$ cat src/rtl/bcd_scan_feeder.sv
// bcd_scan_feeder: converts a 14-bit binary value to four BCD digits with a
// sequential double-dabble. The value saturates to 9999 when it is out of range.
// The published digits are held steady for a downstream multiplexed
// seven-segment scan stage. A free-running refresh counter supplies that
// stage's digit-select count.
module bcd_scan_feeder #(
  parameter int SCAN_DIV_BITS = 18
) (
  input  logic       Clk,
  input  logic       Reset,
  input  logic [13:0] bin_in,
  input  logic       load,
  output logic       busy,
  output logic       done,
  output logic       overflow,
  output logic [3:0] SSD3,
  output logic [3:0] SSD2,
  output logic [3:0] SSD1,
  output logic [3:0] SSD0,
  output logic [1:0] ssdscan_clk
);

  typedef enum logic [1:0] {
    IDLE    = 2'd0,
    SHIFT   = 2'd1,
    PUBLISH = 2'd2
  } state_t;

  localparam logic [3:0]  SHIFT_COUNT = 4'd14;
  localparam logic [13:0] MAX_DISP    = 14'd9999;
  localparam logic [SCAN_DIV_BITS-1:0] REFRESH_ONE =
    {{(SCAN_DIV_BITS-1){1'b0}}, 1'b1};

  state_t      state_q;
  state_t      state_d;
  logic        capture;
  logic        shift_en;
  logic        publish;

  logic [13:0] bin_q;
  logic [15:0] bcd_q;
  logic [15:0] bcd_adj;
  logic [3:0]  cnt_q;
  logic        ovf_q;
  logic [15:0] dig_q;
  logic        ovf_out_q;
  logic        busy_q;
  logic        done_q;
  logic [SCAN_DIV_BITS-1:0] refresh_q;

  // Adds 3 to every nibble that is 5 or more, so the following left shift
  // carries correctly into the next decimal digit.
  function automatic logic [15:0] dabble_adjust(input logic [15:0] bcd);
    logic [15:0] r;
    r = bcd;
    for (int i = 0; i < 4; i++) begin
      if (bcd[4*i +: 4] >= 4'd5)
        r[4*i +: 4] = bcd[4*i +: 4] + 4'd3;
    end
    return r;
  endfunction

  // Clamps the display to 9999 when the captured value did not fit in four digits.
  function automatic logic [15:0] saturate_bcd(input logic [15:0] bcd, input logic ovf);
    return ovf ? 16'h9999 : bcd;
  endfunction

  assign bcd_adj = dabble_adjust(bcd_q);

  // State register
  always_ff @(posedge Clk) begin
    if (Reset)
      state_q <= IDLE;
    else
      state_q <= state_d;
  end

  // Next-state logic and per-state strobes
  always_comb begin
    state_d  = state_q;
    capture  = 1'b0;
    shift_en = 1'b0;
    publish  = 1'b0;
    case (state_q)
      IDLE: begin
        if (load) begin
          capture = 1'b1;
          state_d = SHIFT;
        end
      end
      SHIFT: begin
        shift_en = 1'b1;
        if (cnt_q == 4'd1)
          state_d = PUBLISH;
      end
      PUBLISH: begin
        publish = 1'b1;
        state_d = IDLE;
      end
      default: state_d = IDLE;
    endcase
  end

  // Conversion work registers: capture, then one double-dabble step per SHIFT cycle
  always_ff @(posedge Clk) begin
    if (Reset) begin
      bin_q <= '0;
      bcd_q <= '0;
      cnt_q <= '0;
      ovf_q <= 1'b0;
    end else if (capture) begin
      bin_q <= bin_in;
      bcd_q <= '0;
      cnt_q <= SHIFT_COUNT;
      ovf_q <= (bin_in > MAX_DISP);
    end else if (shift_en) begin
      bcd_q <= {bcd_adj[14:0], bin_q[13]};
      bin_q <= {bin_q[12:0], 1'b0};
      cnt_q <= cnt_q - 4'd1;
    end
  end

  // Published digits and overflow flag: updated together, only on PUBLISH
  always_ff @(posedge Clk) begin
    if (Reset) begin
      dig_q     <= '0;
      ovf_out_q <= 1'b0;
    end else if (publish) begin
      dig_q     <= saturate_bcd(bcd_q, ovf_q);
      ovf_out_q <= ovf_q;
    end
  end

  // Handshake outputs: busy covers the shift cycles plus the done cycle
  always_ff @(posedge Clk) begin
    if (Reset) begin
      busy_q <= 1'b0;
      done_q <= 1'b0;
    end else begin
      busy_q <= (state_q == SHIFT) || (state_q == PUBLISH);
      done_q <= (state_q == PUBLISH);
    end
  end

  // Free-running refresh counter for the scan stage, independent of the FSM
  always_ff @(posedge Clk) begin
    if (Reset)
      refresh_q <= '0;
    else
      refresh_q <= refresh_q + REFRESH_ONE;
  end

  assign busy        = busy_q;
  assign done        = done_q;
  assign overflow    = ovf_out_q;
  assign SSD3        = dig_q[15:12];
  assign SSD2        = dig_q[11:8];
  assign SSD1        = dig_q[7:4];
  assign SSD0        = dig_q[3:0];
  assign ssdscan_clk = refresh_q[SCAN_DIV_BITS-1 -: 2];

endmodule

$ cat config.mk
export PLATFORM = sky130hd
export DESIGN_NAME = bcd_scan_feeder
export DESIGN_NICKNAME = d
export VERILOG_FILES = /design/src/rtl/bcd_scan_feeder.sv
export SDC_FILE = /design/constraint.sdc
export NUM_CORES = 1
export LEC_CHECK = 0
export BUFFER_PORTS_ARGS = -buffer_cell sky130_fd_sc_hd__clkbuf_2
export CAP_MARGIN = 20
export CORE_MARGIN = 2
export CORE_UTILIZATION = 42
export CTS_CLUSTER_SIZE = 25
export DETAILED_ROUTE_END_ITERATION = 8
export HOLD_SLACK_MARGIN = 0.06
export PLACE_DENSITY = 0.62
export SETUP_SLACK_MARGIN = 0.1
export SYNTH_ARGS = -nofsm -noshare
export SYNTH_HDL_FRONTEND = slang
export SYNTH_SLANG_ARGS = --single-unit
export TNS_END_PERCENT = 5
$ cat constraint.sdc
create_clock -name Clk -period 5.3 [get_ports Clk]
set_clock_uncertainty 0.2 [all_clocks]
set_input_delay 0.53 -clock Clk [delete_from_list [all_inputs] [get_ports Clk]]
set_output_delay 0.53 -clock Clk [all_outputs]
set_load 0.005 [all_outputs]
==> summary.txt, run 1 <==
Layout
  • Post-synthesis to final-layout area growth: 13.3%
  • Layout cell share with drive strength beyond 1: 0.144
  • Final #Nets: 443
  • Utilization of the core after routing: 0.493
  • Non-filler cells in the finished layout: 518
  • Total non-filler cell area in the finished layout: approximately 3800 um^2
  • Number of antenna cells inserted: 0

Power and ir drop
  • Pwr dens: 335 nW/um^2
  • Cell-internal power: roughly 0.94 mW
  • Maximum VDD drop: 144 uV
  • Share of total power consumed by net switching: 0.266
  • Static leakage: roughly 1.4 nW
  • Part of the total power dissipated in sequential elements: 0.479
  • Part of the power in combinational logic: 0.147
  • Sw power: 0.339 mW
  • Portion of total power attributed to the clock network: 0.374

CTS
  • Buffer levels on the longest clock path: 2
  • CTS sink cnt: 74
  • TritonCTS buffer count: 9
  • Insertion delay of the later-clocked pin in the worst-skew pair: roughly 0.34 ns
  • Clock transition time at the flip-flop clock pins of the worst setup and hold paths: about 0.080 ns
  • CTS tree: built
  • Number of hold-repair buffers added at the cts stage: 0
  • Resized Gates After CTS: 0
  • H-tree Lvls: 3
  • Clock root cell: sky130_fd_sc_hd__clkbuf_8
  • Buffer count from post-CTS setup fixing: 0

Logic synthesis
  • Most numerous cell in the Yosys netlist: sky130_fd_sc_hd__dfxtp_1
  • Cell type with the highest aggregate area in the netlist: sky130_fd_sc_hd__dfxtp_1
  • Synthesized area per cell: 8.74 um^2
  • Part of the Yosys area used for sequential elements: 0.440
  • Net Count, Synth: between 400 and 500
  • Number of distinct standard cells referenced by the synthesized netlist: 37
  • Number of synthesized register bits: 74
  • Most common library cells after synthesis: 74 x sky130_fd_sc_hd__dfxtp_1, 54 x sky130_fd_sc_hd__nor2_1, 28 x sky130_fd_sc_hd__a21oi_1
  • Number of warnings printed during yosys synthesis: 0
  • Top post-synthesis cells by area: sky130_fd_sc_hd__dfxtp_1 44%, sky130_fd_sc_hd__nor2_1 6.0%, sky130_fd_sc_hd__ha_1 5.6%, sky130_fd_sc_hd__mux2i_1 4.8%, sky130_fd_sc_hd__a211oi_1 4.5%
  • Synth Flop Type: sky130_fd_sc_hd__dfxtp_1
  • Number of standard cells after synthesis: 385
  • Number of enable-type register cells in the synthesized netlist: 0
  • Area share of the largest cell type after synthesis: 0.440
  • Share of flip-flops with an asynchronous set or reset: 0
  • Post-Syn Area: 3360 um^2

Place
  • Final RePlAce weighted congestion: 0.731
  • Port Buf Inserts: 37
  • Post-place instance area: 3590 um^2
  • Worst setup timing slack at the placement stage: 3.02 ns
  • Placed cells: 502
  • Post-detailed-placement half-perimeter wirelength: 4.36 mm

STA
  • Final clock period utilization by the worst path: 0.429
  • Number of failing setup endpoints in the final timing report: 0
  • Final Hold Vio Count: 0
  • Clock period minus worst slack: 2.28 ns
  • Relative slew slack: 0.326
  • Unrepaired setup endpoints after global routing: no
  • Actual transition at the worst max-transition pin: 1.01 ns
  • Setup tns final: 0 ns
  • Final critical-path setup slack: 3.02 ns
  • Max-slew violation total from the final report: 0
  • Maximum operating frequency: 439 MHz

Routing
  • Antenna Nets Post-Route: 0
  • Violation count after the first detailed-routing iteration: 98
  • Vias after detailed routing: 2648
  • Total DRC errors in the routed layout: 0
  • Total wire length after detailed routing: 6.62 mm
  • Per-cell via count in the routed design: ~5.1
  • Post-DR wirelength/cell: between 10 and 15 um
  • DRT Pass-1 Iters: 4

Setup path
  • Startpoint of the lowest-slack register-to-register path: state_q[1]
  • Arrival time of data at the critical path endpoint: 2.27 ns
  • Slack of the worst reg-to-reg path: around 3 ns
  • Kind of critical path: reg2reg
  • Category of the worst setup path launch point: flop
  • Endpoint of the lowest-slack register-to-register path: cnt_q[3]
  • Crit. End Element: flop
  • Critical-path maximum fanout: around 50
  • Cell count of the worst reg-to-reg path: 5
  • Data required time of the worst path: 5.30 ns

Flow run
  • Max capacitance violation total: 0

Floorplanning
  • Area of the die: ~9000 um^2
  • Number of top-level pins: 38
  • Core ar.: roughly 7700 um^2
  • Die extent in y: 93.5 um
  • Starting utilization of the core area: 0.435
  • Cell row count: 32
  • Die X: 93.5 um

Min path
  • Worst min-delay path class: in2reg
  • Worst-case hold path end point: bin_q[0]
  • Count of cells along the worst hold path: 3
  • Worst Hold Launch: bin_in[0]

Status
  • Status: completed

Global routing
  • Grt ovf: 0
  • Maximum number of pins on one net before global-route repair: just over 60
  • Number of antenna violations at the first check in global routing: 0
  • Combined global-route utilization of all metal layers: 0.158
  • First-pass GRT wire length: around 11 mm
  • Number of global-route vias before repair: 2423
==> routing by layer <==
metal  wire length [um]  up-vias  track usage
met2               2990       33        0.248
li1                   -     1386            -
met5                  0        -            0
met1               3340     1221        0.207
met3                197        8       0.0322
met4                 97        0       0.0711
==> per-stage QoR <==
step | total power [mW] | hold slack (ns)
finish | 1.28 | 0.233
global route | 1.34 | 0.226
CTS | 1.29 | 0.221
detailed placement | 0.813 | 0.253
global placement | 0.808 | 0.239
floorplan | 0.771 | 0.226
==> critical path, stage by stage (launching register included) <==
cell                      delay [ns]
sky130_fd_sc_hd__dfxtp_1        0.32
sky130_fd_sc_hd__inv_1          0.11
sky130_fd_sc_hd__ha_2           0.87
sky130_fd_sc_hd__nor4b_1        0.38
sky130_fd_sc_hd__xnor2_1        0.16
sky130_fd_sc_hd__a21oi_1        0.08
==> cells by family (layout without fill, tap and decap cells) <==
kind of cell               count (synthesis)  count (layout)  share of synthesized area
DFF                                       74              74                      0.440
and+or+nand+nor                          141             141                      0.214
muxes                                     18              18                     0.0543
adders and majority gates                 15              15                     0.0558
AOI/OAI and AO/OA                         82              82                      0.145
xor gates and xnor gates                  17              17                     0.0443
buffers and inverters                     38              69                     0.0458
==> worst max path at each step <==
stage	depth (start not counted)	from	to	slack (ns)
after detailed placement	4	Reset	bcd_q[13]	3.02
after global placement	4	Reset	bcd_q[13]	3.04
after floorplan	5	Reset	bcd_q[4]	3.59
final	5	state_q[1]	cnt_q[3]	3.02
after CTS	5	state_q[1]	cnt_q[3]	3.01
after global routing	5	state_q[1]	cnt_q[3]	2.85
==> flip-flops by register name (all words and copies together) (netlist names) <==
signal,flops
cnt_q,4
done,1
bcd_q,16
ovf_q,1
refresh_q,18
bin_q,14
overflow,1
busy,1
state_q,2
dig_q,16
==> placed cells by master, fill, tap and decap left out, drive strengths merged, types with 2 or more instances in the layout <==
cell | netlist | final
nand3b | 4 | 4
o21ai | 16 | 16
xnor2 | 13 | 13
mux2 | 2 | 2
nor3 | 2 | 2
or3 | 3 | 3
nor4 | 4 | 4
clkinvlp | 0 | 3
dfxtp | 74 | 74
nand4 | 4 | 4
bufinv | 0 | 2
xor2 | 4 | 4
and4 | 2 | 2
clkbuf | 18 | 47
nand2 | 19 | 19
mux2i | 16 | 16
a211oi | 20 | 20
nor2b | 12 | 12
a21oi | 28 | 28
buf | 6 | 2
nand2b | 14 | 14
nor2 | 54 | 54
nand3 | 14 | 14
inv | 14 | 14
nor3b | 4 | 4
ha | 15 | 15
o22ai | 15 | 15
==> power groups by stage <==
stage | clock network, mW | registers, mW | logic, mW
floorplan | 0 | 0.619 | 0.153
global route | 0.510 | 0.617 | 0.212
global placement | 0 | 0.625 | 0.184
CTS | 0.488 | 0.612 | 0.189
finish | 0.478 | 0.612 | 0.187
detailed placement | 0 | 0.625 | 0.187
==> area by class of cell <==
cell class	instances	area, um^2
Tap cell	102	128
Multi-Input combinational cell	273	1730
Clock buffer	10	128
Clock inverter	6	91.3
Sequential cell	74	1480
Timing Repair Buffer	39	200
Inverter	14	52.6
Fill cell	751	3920
(Power assumes the default switching activity.)
==> run 2: changes to the inputs <==
--- a/config.mk
+++ b/config.mk
@@ -12,7 +12,7 @@
 export CTS_CLUSTER_SIZE = 25
 export DETAILED_ROUTE_END_ITERATION = 8
 export HOLD_SLACK_MARGIN = 0.06
-export PLACE_DENSITY = 0.62
+export PLACE_DENSITY = 0.64
 export SETUP_SLACK_MARGIN = 0.1
 export SYNTH_ARGS = -nofsm -noshare
 export SYNTH_HDL_FRONTEND = slang
==> constraint.sdc (replaced) <==
create_clock -name Clk -period 1.9 [get_ports Clk]
set_clock_uncertainty 0.2 [all_clocks]
set_input_delay 0.19 -clock Clk [delete_from_list [all_inputs] [get_ports Clk]]
set_output_delay 0.19 -clock Clk [all_outputs]
set_load 0.005 [all_outputs]
==> run 2 against run 1 <==
Compared with the run above: non-clock buffer count up 27; die area unchanged; cell count up 5.2%; flip-flop and latch count unchanged; cell area up 6.3%; setup slack worse by 2.9 ns; via count up 5.6%; critical path depth down 1; power rose to 2.6 times the previous value; sequential share of layout area down 2.2 points; critical path type unchanged.
==> summary.txt, run 2 (synthesis gave the netlist of run 1 again) <==
CTS
  • CTS sink cnt: 74
  • Clock transition time at the flip-flop clock pins of the worst setup and hold paths: approximately 0.070 ns
  • TritonCTS buffer count: 9
  • Insertion delay of the later-clocked pin in the worst-skew pair: 0.35 ns
  • Buffer levels on the longest clock path: 2
  • CTS tree: built
  • H-tree Lvls: 3
  • Clock root cell: sky130_fd_sc_hd__clkbuf_8

Min path
  • Worst-case hold path end point: dig_q[13]
  • Count of cells along the worst hold path: 2
  • Worst min-delay path class: reg2reg
  • Worst Hold Launch: dig_q[13]

STA
  • Unrepaired setup endpoints after global routing: yes
  • Clock period minus worst slack: 1.73 ns
  • Final Hold Vio Count: 0
  • Worst-case hold slack: 0.277 ns
  • Final clock period utilization by the worst path: 0.913
  • Relative slew slack: 0.653
  • Maximum operating frequency: 577 MHz
  • Actual transition at the worst max-transition pin: 0.520 ns
  • Max-slew violation total from the final report: 0
  • Number of failing setup endpoints in the final timing report: 0
  • Setup tns final: 0 ns

Status
  • Status: completed

Floorplanning
  • Area of the die: 8740 um^2
  • Die X: a little over 90 um
  • Core ar.: 7730 um^2
  • Starting utilization of the core area: 0.435
  • Number of top-level pins: 38
  • Cell row count: 32
  • Die extent in y: 93.5 um

Power and ir drop
  • Static leakage: 1.51 nW
  • Tot Pwr: 3.37 mW
  • Sw power: 0.937 mW
  • Portion of total power attributed to the clock network: 0.314
  • Cell-internal power: 2.43 mW
  • Part of the power in combinational logic: 0.178
  • Pwr dens: 831 nW/um^2
  • Part of the total power dissipated in sequential elements: 0.508
  • Maximum VDD drop: 403 uV
  • Share of total power consumed by net switching: 0.278

Global routing
  • Number of global-route vias before repair: 2682
  • Combined global-route utilization of all metal layers: 0.171
  • Maximum number of pins on one net before global-route repair: 31
  • First-pass GRT wire length: 12.0 mm
  • Number of antenna violations at the first check in global routing: 0
  • Grt ovf: 0

Place
  • Post-detailed-placement half-perimeter wirelength: 4.68 mm
  • Placed cells: 512
  • Final RePlAce weighted congestion: 0.795
  • Port Buf Inserts: 37

Layout
  • Number of antenna cells inserted: 0
  • Count of filler cells inserted in the layout: slightly above 700
  • Most frequent cells in the layout: 70 x sky130_fd_sc_hd__dfxtp_1, 54 x sky130_fd_sc_hd__nor2_1, 37 x sky130_fd_sc_hd__clkbuf_2
  • Flip-flop count of the largest register, all copies and words added: 18
  • Post-synthesis to final-layout area growth: 20.5%
  • Utilization of the core after routing: 0.524
  • Sequential cell area in the final layout: 1490 um^2
  • Biggest regs: refresh_q x18, bcd_q x16, dig_q x16
  • Largest register by flop count: refresh_q
  • Layout cell share with drive strength beyond 1: 0.181
  • Most common cell after layout, fill and taps aside: sky130_fd_sc_hd__dfxtp_1
  • Multi-input combinational cell area: 1760 um^2
  • Final #Nets: 470
  • Non-filler cells in the finished layout: 545

Setup path
  • Most used cell along the critical path: sky130_fd_sc_hd__or3_1
  • Critical Path Max Stage Delay: 0.42 ns
  • Kind of critical path: reg2reg
  • Category of the worst setup path launch point: flop
  • Critical-path maximum fanout: 8
  • Startpoint of the lowest-slack register-to-register path: refresh_q[8]
  • Family of cells with the greatest summed delay on the critical path: simple AND/OR/NAND/NOR gates
  • Data required time of the worst path: 1.98 ns
  • Endpoint of the lowest-slack register-to-register path: refresh_q[15]
  • Number of buffers and inverters on the critical path: 0
  • Arrival time of data at the critical path endpoint: approximately 1.8 ns
  • Master of the slowest instance on the critical path: sky130_fd_sc_hd__dfxtp_1
  • Crit. End Element: flop
  • Cell count of the worst reg-to-reg path: 4
  • Slack of the worst reg-to-reg path: 0.17 ns
  • Crit-path cells: nand4_4 > or3_1 > or3_1 > a21oi_1

Routing
  • Violation count after the first detailed-routing iteration: 101
  • Total wire length after detailed routing: around 7.1 mm
  • Antenna Nets Post-Route: 0
  • DRT Pass-1 Iters: 6
  • Per-cell via count in the routed design: roughly 5
  • Post-DR wirelength/cell: 13.1 um
  • Total DRC errors in the routed layout: 0
  • Vias after detailed routing: 2797

Flow run
  • Max capacitance violation total: 0
[run 2: how the worst max path moves through the flow]
stage	end	cells past startpoint	start	slack, ns
2_1_floorplan	state_q[0]	7	state_q[1]	0.20
3_3_place_gp	refresh_q[14]	5	refresh_q[0]	0.17
3_5_place_dp	state_q[0]	5	cnt_q[0]	0.11
4_1_cts	state_q[0]	5	cnt_q[0]	0.11
5_1_grt	refresh_q[15]	4	refresh_q[10]	0.06
6_report	refresh_q[15]	4	refresh_q[8]	0.17
[run 2: power by group through the flow]
stage | logic [mW] | clock network (mW) | registers (mW)
floorplan | 0.426 | 0 | 1.73
CTS | 0.591 | 1.10 | 1.71
global placement | 0.548 | 0 | 1.74
finish | 0.601 | 1.06 | 1.71
global route | 0.673 | 1.16 | 1.72
detailed placement | 0.562 | 0 | 1.74
[run 2: cell type report]
type	instances	share of cell area
repair buffers	66	0.113
well taps	102	0.0315
flip-flops and latches	74	0.367
multi-input cells	273	0.435
inverters	14	0.0130
clock buffers	13	0.0368
clock inverters	3	0.00371
[run 2: worst reg2reg max path, stage by stage (launching register included)]
cell,delay [ns]
sky130_fd_sc_hd__dfxtp_1,0.42
sky130_fd_sc_hd__nand4_4,0.17
sky130_fd_sc_hd__or3_1,0.41
sky130_fd_sc_hd__or3_1,0.35
sky130_fd_sc_hd__a21oi_1,0.13
[run 2: layer usage]
metal	global-route usage	share of wire	vias to the layer above	wire length, um
li1	-	-	1438	-
met1	0.223	0.49	1303	3530
met2	0.268	0.46	43	3260
met3	0.0355	0.030	13	216
met4	0.0846	0.017	0	122
met5	0	0	-	0
[run 2: per-stage QoR]
step | setup slack, ns | cell area (um^2)
CTS | 0.108 | 4000
detailed placement | 0.114 | 3680
global placement | 0.174 | 3680
floorplan | 0.197 | 3360
global route | 0.0632 | 4050
finish | 0.166 | 4050
[run 2: timing repair]
action / 4_1_cts / 5_1_grt
setup endpoints to repair: 0 / 14
hold buffers: 16 / 0
buffers inserted: 0 / 1
endpoints found under the hold margin: 21 / 0
resized for setup: 0 / 14
